<file path="src/rtl/voice_allocator.sv">
`default_nettype none
// ============================================================================
// Module   : voice_allocator
// Purpose  : Polyphonic note-to-voice allocator that scans one voice per cycle
//            and applies retrigger/free/steal priority at a single commit edge.
// Revision : 1.0 - initial release
// ============================================================================
module voice_allocator #(
  parameter int NUM_VOICES = 4,
  parameter int NOTE_W     = 7
) (
  input  logic                           sys_clk,
  input  logic                           reset,
  input  logic                           req_valid,
  output logic                           req_ready,
  input  logic                           req_on,
  input  logic [NOTE_W-1:0]              req_note,
  output logic [NUM_VOICES-1:0]          voice_enable,
  output logic [NUM_VOICES*NOTE_W-1:0]   voice_note,
  output logic                           done,
  output logic [$clog2(NUM_VOICES)-1:0]  done_voice,
  output logic                           done_stolen,
  output logic                           done_hit
);

  localparam int IDX_W = $clog2(NUM_VOICES);
  localparam logic [IDX_W-1:0] LAST_IDX = IDX_W'(NUM_VOICES - 1);
  localparam logic [IDX_W-1:0] AGE_MAX  = IDX_W'(NUM_VOICES - 1);

  typedef enum logic [1:0] {
    IDLE   = 2'd0,
    SCAN   = 2'd1,
    COMMIT = 2'd2
  } state_t;

  state_t                                state_q, state_d;
  logic [IDX_W-1:0]                      scan_idx_q, scan_idx_d;
  logic                                  on_q, on_d;
  logic [NOTE_W-1:0]                     note_q, note_d;
  logic                                  match_found_q, match_found_d;
  logic [IDX_W-1:0]                      match_idx_q, match_idx_d;
  logic                                  free_found_q, free_found_d;
  logic [IDX_W-1:0]                      free_idx_q, free_idx_d;
  logic                                  old_found_q, old_found_d;
  logic [IDX_W-1:0]                      old_idx_q, old_idx_d;
  logic [IDX_W-1:0]                      old_age_q, old_age_d;
  logic [NUM_VOICES-1:0]                 enable_q, enable_d;
  logic [NUM_VOICES-1:0][NOTE_W-1:0]     notes_q, notes_d;
  logic [NUM_VOICES-1:0][IDX_W-1:0]      age_q, age_d;
  logic                                  done_q, done_d;
  logic [IDX_W-1:0]                      done_voice_q, done_voice_d;
  logic                                  done_stolen_q, done_stolen_d;
  logic                                  done_hit_q, done_hit_d;
  logic [IDX_W-1:0]                      target;

  assign req_ready    = (state_q == IDLE) && !reset;
  assign voice_enable = enable_q;
  assign voice_note   = notes_q;
  assign done         = done_q;
  assign done_voice   = done_voice_q;
  assign done_stolen  = done_stolen_q;
  assign done_hit     = done_hit_q;

  always_comb begin
    state_d       = state_q;
    scan_idx_d    = scan_idx_q;
    on_d          = on_q;
    note_d        = note_q;
    match_found_d = match_found_q;
    match_idx_d   = match_idx_q;
    free_found_d  = free_found_q;
    free_idx_d    = free_idx_q;
    old_found_d   = old_found_q;
    old_idx_d     = old_idx_q;
    old_age_d     = old_age_q;
    enable_d      = enable_q;
    notes_d       = notes_q;
    age_d         = age_q;
    done_d        = 1'b0;
    done_voice_d  = done_voice_q;
    done_stolen_d = done_stolen_q;
    done_hit_d    = done_hit_q;
    target        = '0;

    case (state_q)
      IDLE: begin
        if (req_valid) begin
          on_d          = req_on;
          note_d        = req_note;
          scan_idx_d    = '0;
          match_found_d = 1'b0;
          free_found_d  = 1'b0;
          old_found_d   = 1'b0;
          match_idx_d   = '0;
          free_idx_d    = '0;
          old_idx_d     = '0;
          old_age_d     = '0;
          state_d       = SCAN;
        end
      end

      SCAN: begin
        if (enable_q[scan_idx_q]) begin
          if (notes_q[scan_idx_q] == note_q) begin
            match_found_d = 1'b1;
            match_idx_d   = scan_idx_q;
          end
          // Strict '>' keeps the lowest index among equally old voices.
          if (!old_found_q || (age_q[scan_idx_q] > old_age_q)) begin
            old_found_d = 1'b1;
            old_idx_d   = scan_idx_q;
            old_age_d   = age_q[scan_idx_q];
          end
        end else if (!free_found_q) begin
          free_found_d = 1'b1;
          free_idx_d   = scan_idx_q;
        end
        if (scan_idx_q == LAST_IDX) begin
          state_d = COMMIT;
        end else begin
          scan_idx_d = scan_idx_q + IDX_W'(1);
        end
      end

      COMMIT: begin
        state_d = IDLE;
        done_d  = 1'b1;
        if (on_q) begin
          if (match_found_q)     target = match_idx_q;
          else if (free_found_q) target = free_idx_q;
          else                   target = old_idx_q;
          for (int i = 0; i < NUM_VOICES; i++) begin
            if (IDX_W'(i) == target) begin
              enable_d[i] = 1'b1;
              notes_d[i]  = note_q;
              age_d[i]    = '0;
            end else if (enable_q[i] && (age_q[i] != AGE_MAX)) begin
              age_d[i] = age_q[i] + IDX_W'(1);
            end
          end
          done_voice_d  = target;
          done_stolen_d = !match_found_q && !free_found_q;
          done_hit_d    = 1'b1;
        end else if (match_found_q) begin
          enable_d[match_idx_q] = 1'b0;
          age_d[match_idx_q]    = '0;
          done_voice_d          = match_idx_q;
          done_stolen_d         = 1'b0;
          done_hit_d            = 1'b1;
        end else begin
          done_voice_d  = '0;
          done_stolen_d = 1'b0;
          done_hit_d    = 1'b0;
        end
      end

      default: state_d = IDLE;
    endcase
  end

  always_ff @(posedge sys_clk) begin
    if (reset) begin
      state_q       <= IDLE;
      scan_idx_q    <= '0;
      on_q          <= 1'b0;
      note_q        <= '0;
      match_found_q <= 1'b0;
      match_idx_q   <= '0;
      free_found_q  <= 1'b0;
      free_idx_q    <= '0;
      old_found_q   <= 1'b0;
      old_idx_q     <= '0;
      old_age_q     <= '0;
      enable_q      <= '0;
      notes_q       <= '0;
      age_q         <= '0;
      done_q        <= 1'b0;
      done_voice_q  <= '0;
      done_stolen_q <= 1'b0;
      done_hit_q    <= 1'b0;
    end else begin
      state_q       <= state_d;
      scan_idx_q    <= scan_idx_d;
      on_q          <= on_d;
      note_q        <= note_d;
      match_found_q <= match_found_d;
      match_idx_q   <= match_idx_d;
      free_found_q  <= free_found_d;
      free_idx_q    <= free_idx_d;
      old_found_q   <= old_found_d;
      old_idx_q     <= old_idx_d;
      old_age_q     <= old_age_d;
      enable_q      <= enable_d;
      notes_q       <= notes_d;
      age_q         <= age_d;
      done_q        <= done_d;
      done_voice_q  <= done_voice_d;
      done_stolen_q <= done_stolen_d;
      done_hit_q    <= done_hit_d;
    end
  end

endmodule
`default_nettype wire

</file>
<file path="config.mk">
export PLATFORM = sky130hd
export DESIGN_NAME = voice_allocator
export DESIGN_NICKNAME = d
export VERILOG_FILES = /design/src/rtl/voice_allocator.sv
export SDC_FILE = /design/constraint.sdc
export NUM_CORES = 1
export LEC_CHECK = 0
export ABC_AREA = 1
export CORE_ASPECT_RATIO = 1.5
export CORE_UTILIZATION = 25
export DETAILED_ROUTE_END_ITERATION = 8
export SYNTH_ARGS = -nofsm -noshare
export SYNTH_HDL_FRONTEND = slang
export SYNTH_SLANG_ARGS = --single-unit
</file>
<file path="constraint.sdc">
create_clock -name sys_clk -period 2.3 [get_ports sys_clk]
set_input_delay 0.23 -clock sys_clk [delete_from_list [all_inputs] [get_ports sys_clk]]
set_output_delay 0.23 -clock sys_clk [all_outputs]
set_load 0.005 [all_outputs]
</file>
==> metrics.txt, run 1 <==
# TYPE chip_impl_metric gauge
chip_impl_metric{name="insertion_delay",unit="ns"} 0.34
chip_impl_metric{name="clock_sinks",unit=""} 68
chip_impl_metric{name="final_util",unit=""} 0.3304
chip_impl_metric{name="globalRouteOverflowTotal",unit=""} 0
chip_impl_metric{name="clock_pin_slew_of_the_registers_on_the_worst_case_setup_and_hold_paths",unit="ns"} 0.06
chip_impl_info{name="regToRegStartpoint",value="scan_idx_q[0]$_SDFFE_PP0P_"} 1
chip_impl_metric{name="cts_made_buffers",unit=""} 9
chip_impl_metric{name="synthesis.nets",unit=""} 488
chip_impl_info{name="ys_dominant_reg_cell",value="sky130_fd_sc_hd__dfxtp_1"} 1
chip_impl_metric{name="row_count",unit=""} 51
chip_impl_metric{name="totalWireLength",unit="um"} 10070
chip_impl_info{name="cts.root.buffer_cell",value="sky130_fd_sc_hd__clkbuf_16"} 1
chip_impl_info{name="grt_setup_unrepaired",value="false"} 1
chip_impl_metric{name="dieWidth",unit="um"} 96.32
chip_impl_metric{name="worstMarginPinSlew",unit="ns"} 0.5681
chip_impl_metric{name="finalWeightedCongestion",unit=""} 0.8973
chip_impl_info{name="run_status",value="complete, no violations"} 1
chip_impl_metric{name="critical_path_required",unit="ns"} 2.51
chip_impl_metric{name="antenna_violating_nets_post_route",unit=""} 0
chip_impl_info{name="worst-setup-path-type",value="reg2reg"} 1
chip_impl_metric{name="worst_endpoint_data_arrival_time",unit="ns"} 2.25
chip_impl_metric{name="static_leakage",unit="nW"} 1.604
chip_impl_metric{name="post-route-drc-count",unit=""} 0
chip_impl_info{name="post-synth-top-area-cell",value="sky130_fd_sc_hd__dfxtp_1"} 1
chip_impl_metric{name="post-route-min-period",unit="ns"} 2.040
chip_impl_metric{name="global_route.usage.total",unit=""} 0.1578
chip_impl_metric{name="vdd_drop_max",unit="mV"} 0.3585
chip_impl_metric{name="crit_path_max_fanout",unit=""} 12
chip_impl_metric{name="grt_first_pass_wirelength",unit="um"} 16200
chip_impl_info{name="worst_setup_path_end_kind",value="flip-flop"} 1
chip_impl_metric{name="maximum_number_of_pins_on_one_net_before_global_route_repair",unit=""} 45
chip_impl_metric{name="htreeDepth",unit=""} 3
chip_impl_metric{name="fp.dieH",unit="um"} 143.5
chip_impl_metric{name="setup-tns-final",unit="ns"} 0
chip_impl_info{name="synth.top_cells.by_count",value="130 x sky130_fd_sc_hd__nand2_1, 68 x sky130_fd_sc_hd__dfxtp_1, 61 x sky130_fd_sc_hd__a21oi_1"} 1
chip_impl_info{name="synth_area_leaders",value="sky130_fd_sc_hd__dfxtp_1 41%, sky130_fd_sc_hd__nand2_1 15%, sky130_fd_sc_hd__a21oi_1 9.2%"} 1
chip_impl_metric{name="max_freq",unit="MHz"} 490.3
chip_impl_metric{name="synth_async_sr_flop_share",unit=""} 0
chip_impl_metric{name="timing.clock.skew",unit="ns"} 0.006549
chip_impl_info{name="hold_path_startpoint",value="done_stolen$_SDFFE_PP0P_"} 1
chip_impl_metric{name="core",unit="um2"} 13020
chip_impl_metric{name="whs",unit="ns"} 0.4670
chip_impl_metric{name="route.detailed.vias_per_inst",unit=""} 4.850
chip_impl_metric{name="finalHoldViolCount",unit=""} 0
chip_impl_metric{name="postSynthRegisterBits",unit=""} 68
chip_impl_metric{name="synth.cell_area",unit="um2"} 3336
chip_impl_info{name="cts_tree",value="yes"} 1
chip_impl_metric{name="areaGrowthSynthToFinish",unit="%"} 28.92
chip_impl_metric{name="final_layout_size_suffix_gt1_frac",unit=""} 0.09789
chip_impl_metric{name="synth_enable_flop_cells",unit=""} 0
chip_impl_metric{name="num_antenna_cells",unit=""} 0
chip_impl_metric{name="finalNetCount",unit=""} 534
chip_impl_metric{name="clock_path_buffers",unit=""} 2
chip_impl_metric{name="ioPinCount",unit=""} 49
chip_impl_metric{name="postSynthCellCount",unit=""} 470
chip_impl_info{name="synth.most_common_cell",value="sky130_fd_sc_hd__nand2_1"} 1
chip_impl_metric{name="num_vias",unit=""} 3298
chip_impl_metric{name="hpwl",unit="um"} 7419
chip_impl_metric{name="drv.max_cap_violation_count",unit=""} 0
chip_impl_info{name="hold_path.class",value="reg2reg"} 1
chip_impl_metric{name="drtIter0Drc",unit=""} 208
chip_impl_metric{name="initial_core_util",unit=""} 0.2562
chip_impl_metric{name="yosys.cell_types.count",unit=""} 36
chip_impl_metric{name="yosysWarnings",unit=""} 0
chip_impl_metric{name="report.final.setup_viol",unit=""} 0
chip_impl_info{name="critPathLaunchType",value="flip-flop"} 1
chip_impl_metric{name="antenna_found_initial",unit=""} 0
chip_impl_metric{name="cellPowerDensity",unit="nW/um2"} 755.3
chip_impl_metric{name="yosys.area.top_type_share",unit=""} 0.4081
chip_impl_metric{name="final.period_utilization",unit=""} 0.8868
chip_impl_metric{name="io_buffers",unit=""} 48
chip_impl_metric{name="drtPass1Iterations",unit=""} 4
chip_impl_metric{name="sequential_fraction_of_the_synthesis_area",unit=""} 0.4081
chip_impl_metric{name="die_area",unit="um2"} 13820
chip_impl_metric{name="wl_per_cell",unit="um"} 14.81
chip_impl_metric{name="postCtsSetupRepairBufs",unit=""} 0
chip_impl_info{name="critical_path.startpoint",value="scan_idx_q[0]$_SDFFE_PP0P_"} 1
chip_impl_metric{name="max-slew-margin-rel",unit=""} 0.6213
chip_impl_metric{name="post_synth.cell_area_avg",unit="um2"} 7.097
chip_impl_metric{name="maxSlewViolCount",unit=""} 0
chip_impl_metric{name="first_global_vias",unit=""} 3268
[worst max-delay path, stage by stage, from the launching register on]
cell and delay (ns):
sky130_fd_sc_hd__dfxtp_2 0.41, sky130_fd_sc_hd__inv_4 0.09, sky130_fd_sc_hd__o21ai_0 0.15, sky130_fd_sc_hd__o22ai_1 0.12
sky130_fd_sc_hd__ha_1 0.30, sky130_fd_sc_hd__inv_1 0.06, sky130_fd_sc_hd__nor2_1 0.03, sky130_fd_sc_hd__o21ai_0 0.15
sky130_fd_sc_hd__nand3_1 0.16, sky130_fd_sc_hd__and3_1 0.28, sky130_fd_sc_hd__nand2_1 0.09, sky130_fd_sc_hd__a21oi_1 0.06
[flip-flops by register name, indices dropped and copies added, names as in the netlist]
name and flops:
state_q 2, voice_enable 4, on_q 1, done_voice 2
scan_idx_q 2, voice_note 28, match_found_q 1, old_found_q 1
note_q 7, done 1, age_q 8, match_idx_q 2
free_idx_q 2, done_stolen 1, old_idx_q 2, done_hit 1
free_found_q 1, old_age_q 2
[cells by family after synthesis]
| family | Yosys count | share of synthesized area |
|---|---|---|
| XOR/XNOR | 1 | 0.002626 |
| AND/OR/NAND/NOR | 230 | 0.3050 |
| flip-flops | 68 | 0.4081 |
| AO/OA/AOI/OAI | 104 | 0.1729 |
| buffers and inverters | 60 | 0.08515 |
| adder cells (fa/ha/maj) | 7 | 0.02626 |
[routing by layer]
metal / track usage / part of all wire / vias up
met5: 0 / 0 / -
met4: 0.1060 / 0.048 / 0
li1: - / - / 1635
met3: 0.03122 / 0.049 / 31
met2: 0.2736 / 0.51 / 89
met1: 0.1693 / 0.39 / 1543
[per-stage QoR]
| step | area, um2 | power [mW] | worst slack, ns | std cells |
|---|---|---|---|---|
| finish | 4300 | 3.248 | 0.2604 | 680 |
| global route | 4300 | 3.373 | 0.03976 | 680 |
| CTS | 4295 | 3.269 | 0.1338 | 680 |
| detailed placement | 3945 | 1.649 | 0.1568 | 664 |
| global placement | 3945 | 1.642 | 0.2300 | 664 |
| floorplan | 3336 | 1.550 | 0.3539 | 470 |
[final timing paths]
check                             endpoint  slack, ns  depth (start not counted)
setup / recovery  old_found_q$_SDFFE_PP0P_       0.26                         11
hold / removal    done_stolen$_SDFFE_PP0P_       0.47                          2
setup reg to reg  old_found_q$_SDFFE_PP0P_       0.26                         11
hold reg to reg   done_stolen$_SDFFE_PP0P_       0.47                          2
[placed cells by master (no fill, tap or decap), types with 2 or more instances in the layout]
| cell type | n |
|---|---|
| sky130_fd_sc_hd__nor2_4 | 2 |
| sky130_fd_sc_hd__o211ai_1 | 3 |
| sky130_fd_sc_hd__clkbuf_16 | 9 |
| sky130_fd_sc_hd__nand3b_1 | 4 |
| sky130_fd_sc_hd__nand2_2 | 3 |
| sky130_fd_sc_hd__nand2_1 | 130 |
| sky130_fd_sc_hd__buf_4 | 7 |
| sky130_fd_sc_hd__dfxtp_1 | 67 |
| sky130_fd_sc_hd__o21ai_0 | 28 |
| sky130_fd_sc_hd__inv_1 | 31 |
| sky130_fd_sc_hd__o21ai_2 | 4 |
| sky130_fd_sc_hd__inv_2 | 5 |
| sky130_fd_sc_hd__nand3_1 | 51 |
| sky130_fd_sc_hd__a21oi_1 | 61 |
| sky130_fd_sc_hd__or2_1 | 2 |
| sky130_fd_sc_hd__inv_4 | 3 |
| sky130_fd_sc_hd__nor2_1 | 30 |
| sky130_fd_sc_hd__ha_1 | 7 |
| sky130_fd_sc_hd__nand3_2 | 2 |
| sky130_fd_sc_hd__bufinv_16 | 3 |
| sky130_fd_sc_hd__clkdlybuf4s50_1 | 48 |
[layout make-up]
cell class	count	area, um2
clock buffers	10	239.0
clock inverters	6	111.4
fillers	1380	8717
inverters	39	153.9
multi-input cells	342	1690
flip-flops and latches	68	1363
well taps	159	198.9
repair buffers	56	544.3
[power breakdown]
group	leakage [nW]	internal, mW	switching [mW]
Sequential	0.551	1.21	0.0526
Clock	0.169	1.09	0.532
Combinational	0.884	0.125	0.243
[timing repair]
item,4_1_cts,5_1_grt
resized for setup,0,2
hold buffers,0,0
setup endpoints to repair,0,5
Note: power is estimated with default switching activity, not from simulation.
==> inputs of run 2 (changes only) <==
Settings changed: MAX_ROUTING_LAYER from default to met4.
==> metrics.txt, run 2 (synthesized netlist as in run 1, its figures left out) <==
# TYPE chip_impl_metric gauge
chip_impl_metric{name="post-route-drc-count",unit=""} 0
chip_impl_metric{name="vdd_drop_max",unit="mV"} 0.3585
chip_impl_metric{name="global_route.usage.total",unit=""} 0.1620
chip_impl_metric{name="postLayoutSetupSlackWorst",unit="ns"} 0.2467
chip_impl_metric{name="wl_per_cell",unit="um"} 14.85
chip_impl_metric{name="finalWeightedCongestion",unit=""} 0.9125
chip_impl_metric{name="die_area",unit="um2"} 13820
chip_impl_metric{name="fp.dieH",unit="um"} 143.5
chip_impl_info{name="grt_setup_unrepaired",value="false"} 1
chip_impl_metric{name="areaGrowthSynthToFinish",unit="%"} 28.92
chip_impl_metric{name="core",unit="um2"} 13020
chip_impl_metric{name="drtIter0Drc",unit=""} 246
chip_impl_metric{name="total_power",unit="mW"} 3.253
chip_impl_metric{name="antenna_violating_nets_post_route",unit=""} 0
chip_impl_metric{name="route.detailed.vias_per_inst",unit=""} 4.869
chip_impl_metric{name="maxSlewViolCount",unit=""} 0
chip_impl_metric{name="drtPass1Iterations",unit=""} 4
chip_impl_info{name="hold_path.class",value="reg2reg"} 1
chip_impl_metric{name="maximum_number_of_pins_on_one_net_before_global_route_repair",unit=""} 45
chip_impl_info{name="run_status",value="complete, no violations"} 1
chip_impl_metric{name="finalHoldViolCount",unit=""} 0
chip_impl_metric{name="clock_pin_slew_of_the_registers_on_the_worst_case_setup_and_hold_paths",unit="ns"} 0.06
chip_impl_metric{name="dieWidth",unit="um"} 96.32
chip_impl_metric{name="grt_first_pass_wirelength",unit="um"} 16130
chip_impl_metric{name="cellPowerDensity",unit="nW/um2"} 756.5
chip_impl_metric{name="worstMarginPinSlew",unit="ns"} 0.5595
chip_impl_metric{name="globalRouteOverflowTotal",unit=""} 0
chip_impl_metric{name="placedCellCount",unit=""} 664
chip_impl_metric{name="row_count",unit=""} 51
chip_impl_metric{name="final_layout_size_suffix_gt1_frac",unit=""} 0.09789
chip_impl_metric{name="power.clock.fraction",unit=""} 0.499
chip_impl_metric{name="first_global_vias",unit=""} 3259
chip_impl_metric{name="clock_path_buffers",unit=""} 2
chip_impl_metric{name="num_vias",unit=""} 3311
chip_impl_metric{name="crit_path_max_fanout",unit=""} 12
chip_impl_metric{name="finalNetCount",unit=""} 534
chip_impl_metric{name="netSwitchingFraction",unit=""} 0.2559
chip_impl_metric{name="cts_made_buffers",unit=""} 9
chip_impl_metric{name="totalWireLength",unit="um"} 10100
chip_impl_metric{name="post-route-min-period",unit="ns"} 2.053
chip_impl_info{name="critPathLaunchType",value="flip-flop"} 1
chip_impl_metric{name="initial_core_util",unit=""} 0.2562
chip_impl_info{name="cts.root.buffer_cell",value="sky130_fd_sc_hd__clkbuf_16"} 1
chip_impl_info{name="worst-setup-path-type",value="reg2reg"} 1
chip_impl_metric{name="drv.max_cap_violation_count",unit=""} 0
chip_impl_metric{name="final.period_utilization",unit=""} 0.8927
chip_impl_metric{name="num_antenna_cells",unit=""} 0
chip_impl_metric{name="p_int",unit="mW"} 2.421
chip_impl_metric{name="seq_power_share",unit=""} 0.388
chip_impl_metric{name="clock_sinks",unit=""} 68
chip_impl_metric{name="max_freq",unit="MHz"} 487.0
chip_impl_metric{name="worst_endpoint_data_arrival_time",unit="ns"} 2.26
chip_impl_info{name="worst_setup_path_end_kind",value="flip-flop"} 1
chip_impl_metric{name="timing.clock.skew",unit="ns"} 0.005967
chip_impl_info{name="cts_tree",value="yes"} 1
chip_impl_info{name="layout.cells.most_common",value="sky130_fd_sc_hd__nand2_1"} 1
chip_impl_metric{name="postCtsSetupRepairBufs",unit=""} 0
chip_impl_info{name="layout_common_cells",value="130 x sky130_fd_sc_hd__nand2_1, 67 x sky130_fd_sc_hd__dfxtp_1, 61 x sky130_fd_sc_hd__a21oi_1"} 1
chip_impl_metric{name="whs",unit="ns"} 0.4671
chip_impl_metric{name="power_frac_comb",unit=""} 0.113
chip_impl_metric{name="critical_path_required",unit="ns"} 2.51
chip_impl_metric{name="hpwl",unit="um"} 7419
chip_impl_metric{name="ioPinCount",unit=""} 49
chip_impl_metric{name="io_buffers",unit=""} 48
chip_impl_metric{name="final_cell_count_without_fillers",unit=""} 680
chip_impl_metric{name="htreeDepth",unit=""} 3
chip_impl_metric{name="max-slew-margin-rel",unit=""} 0.6270
chip_impl_metric{name="largest_register_ff_count",unit=""} 28
chip_impl_metric{name="report.final.setup_viol",unit=""} 0
chip_impl_metric{name="preCtsSetupSlack",unit="ns"} 0.1568
chip_impl_metric{name="insertion_delay",unit="ns"} 0.34
chip_impl_metric{name="setup-tns-final",unit="ns"} 0
chip_impl_metric{name="antenna_found_initial",unit=""} 0
chip_impl_metric{name="power_switching",unit="mW"} 0.8323
chip_impl_metric{name="static_leakage",unit="nW"} 1.604
## run 2: per-stage QoR
stage / instance area [um2] / utilization
finish: 4300 / 0.3304
CTS: 4295 / 0.3300
detailed placement: 3945 / 0.3031
global placement: 3945 / 0.3031
floorplan: 3336 / -
global route: 4300 / 0.3304
## run 2: final timing paths
path                                   start                       end  cells past startpoint  slack, ns
setup reg to reg  scan_idx_q[0]$_SDFFE_PP0P_  old_found_q$_SDFFE_PP0P_                     11       0.25
hold reg to reg     done_stolen$_SDFFE_PP0P_  done_stolen$_SDFFE_PP0P_                      2       0.47
hold / removal      done_stolen$_SDFFE_PP0P_  done_stolen$_SDFFE_PP0P_                      2       0.47
setup / recovery  scan_idx_q[0]$_SDFFE_PP0P_  old_found_q$_SDFFE_PP0P_                     11       0.25
## run 2: cell type report
class                           instances  area [um2]
Multi-Input combinational cell        342        1690
Inverter                               39       153.9
Tap cell                              159       198.9
Clock inverter                          6       111.4
Timing Repair Buffer                   56       544.3
Sequential cell                        68        1363
Fill cell                            1380        8717
Clock buffer                           10       239.0
## run 2: per-layer routing
| metal | up-vias | global-route usage | part of all wire |
|---|---|---|---|
| met1 | 1544 | 0.1706 | 0.39 |
| met4 | 0 | 0.1006 | 0.048 |
| met3 | 32 | 0.03333 | 0.048 |
| li1 | 1633 | - | - |
| met5 | - | - | 0 |
| met2 | 102 | 0.2725 | 0.51 |
## run 2: power groups by stage
| stage | registers, mW | logic [mW] | clock network (mW) |
|---|---|---|---|
| detailed placement | 1.28 | 0.364 | 0 |
| CTS | 1.26 | 0.367 | 1.64 |
| floorplan | 1.26 | 0.291 | 0 |
| global placement | 1.28 | 0.358 | 0 |
| global route | 1.26 | 0.415 | 1.69 |
| finish | 1.26 | 0.368 | 1.62 |
## run 2: timing repair
item | 4_1_cts | 5_1_grt
endpoints found under the hold margin | 0 | 0
hold buffers | 0 | 0
endpoints found under the setup margin | 0 | 5
gates resized for setup | 0 | 2
## run 2: worst max-delay path, cell delays in order (launching register included)
cell                      delay, ns
sky130_fd_sc_hd__dfxtp_2       0.42
sky130_fd_sc_hd__inv_4         0.09
sky130_fd_sc_hd__o21ai_0       0.15
sky130_fd_sc_hd__o22ai_1       0.12
sky130_fd_sc_hd__ha_1          0.30
sky130_fd_sc_hd__inv_1         0.06
sky130_fd_sc_hd__nor2_1        0.03
sky130_fd_sc_hd__o21ai_0       0.14
sky130_fd_sc_hd__nand3_1       0.16
sky130_fd_sc_hd__and3_1        0.28
sky130_fd_sc_hd__nand2_1       0.10
sky130_fd_sc_hd__a21oi_1       0.07
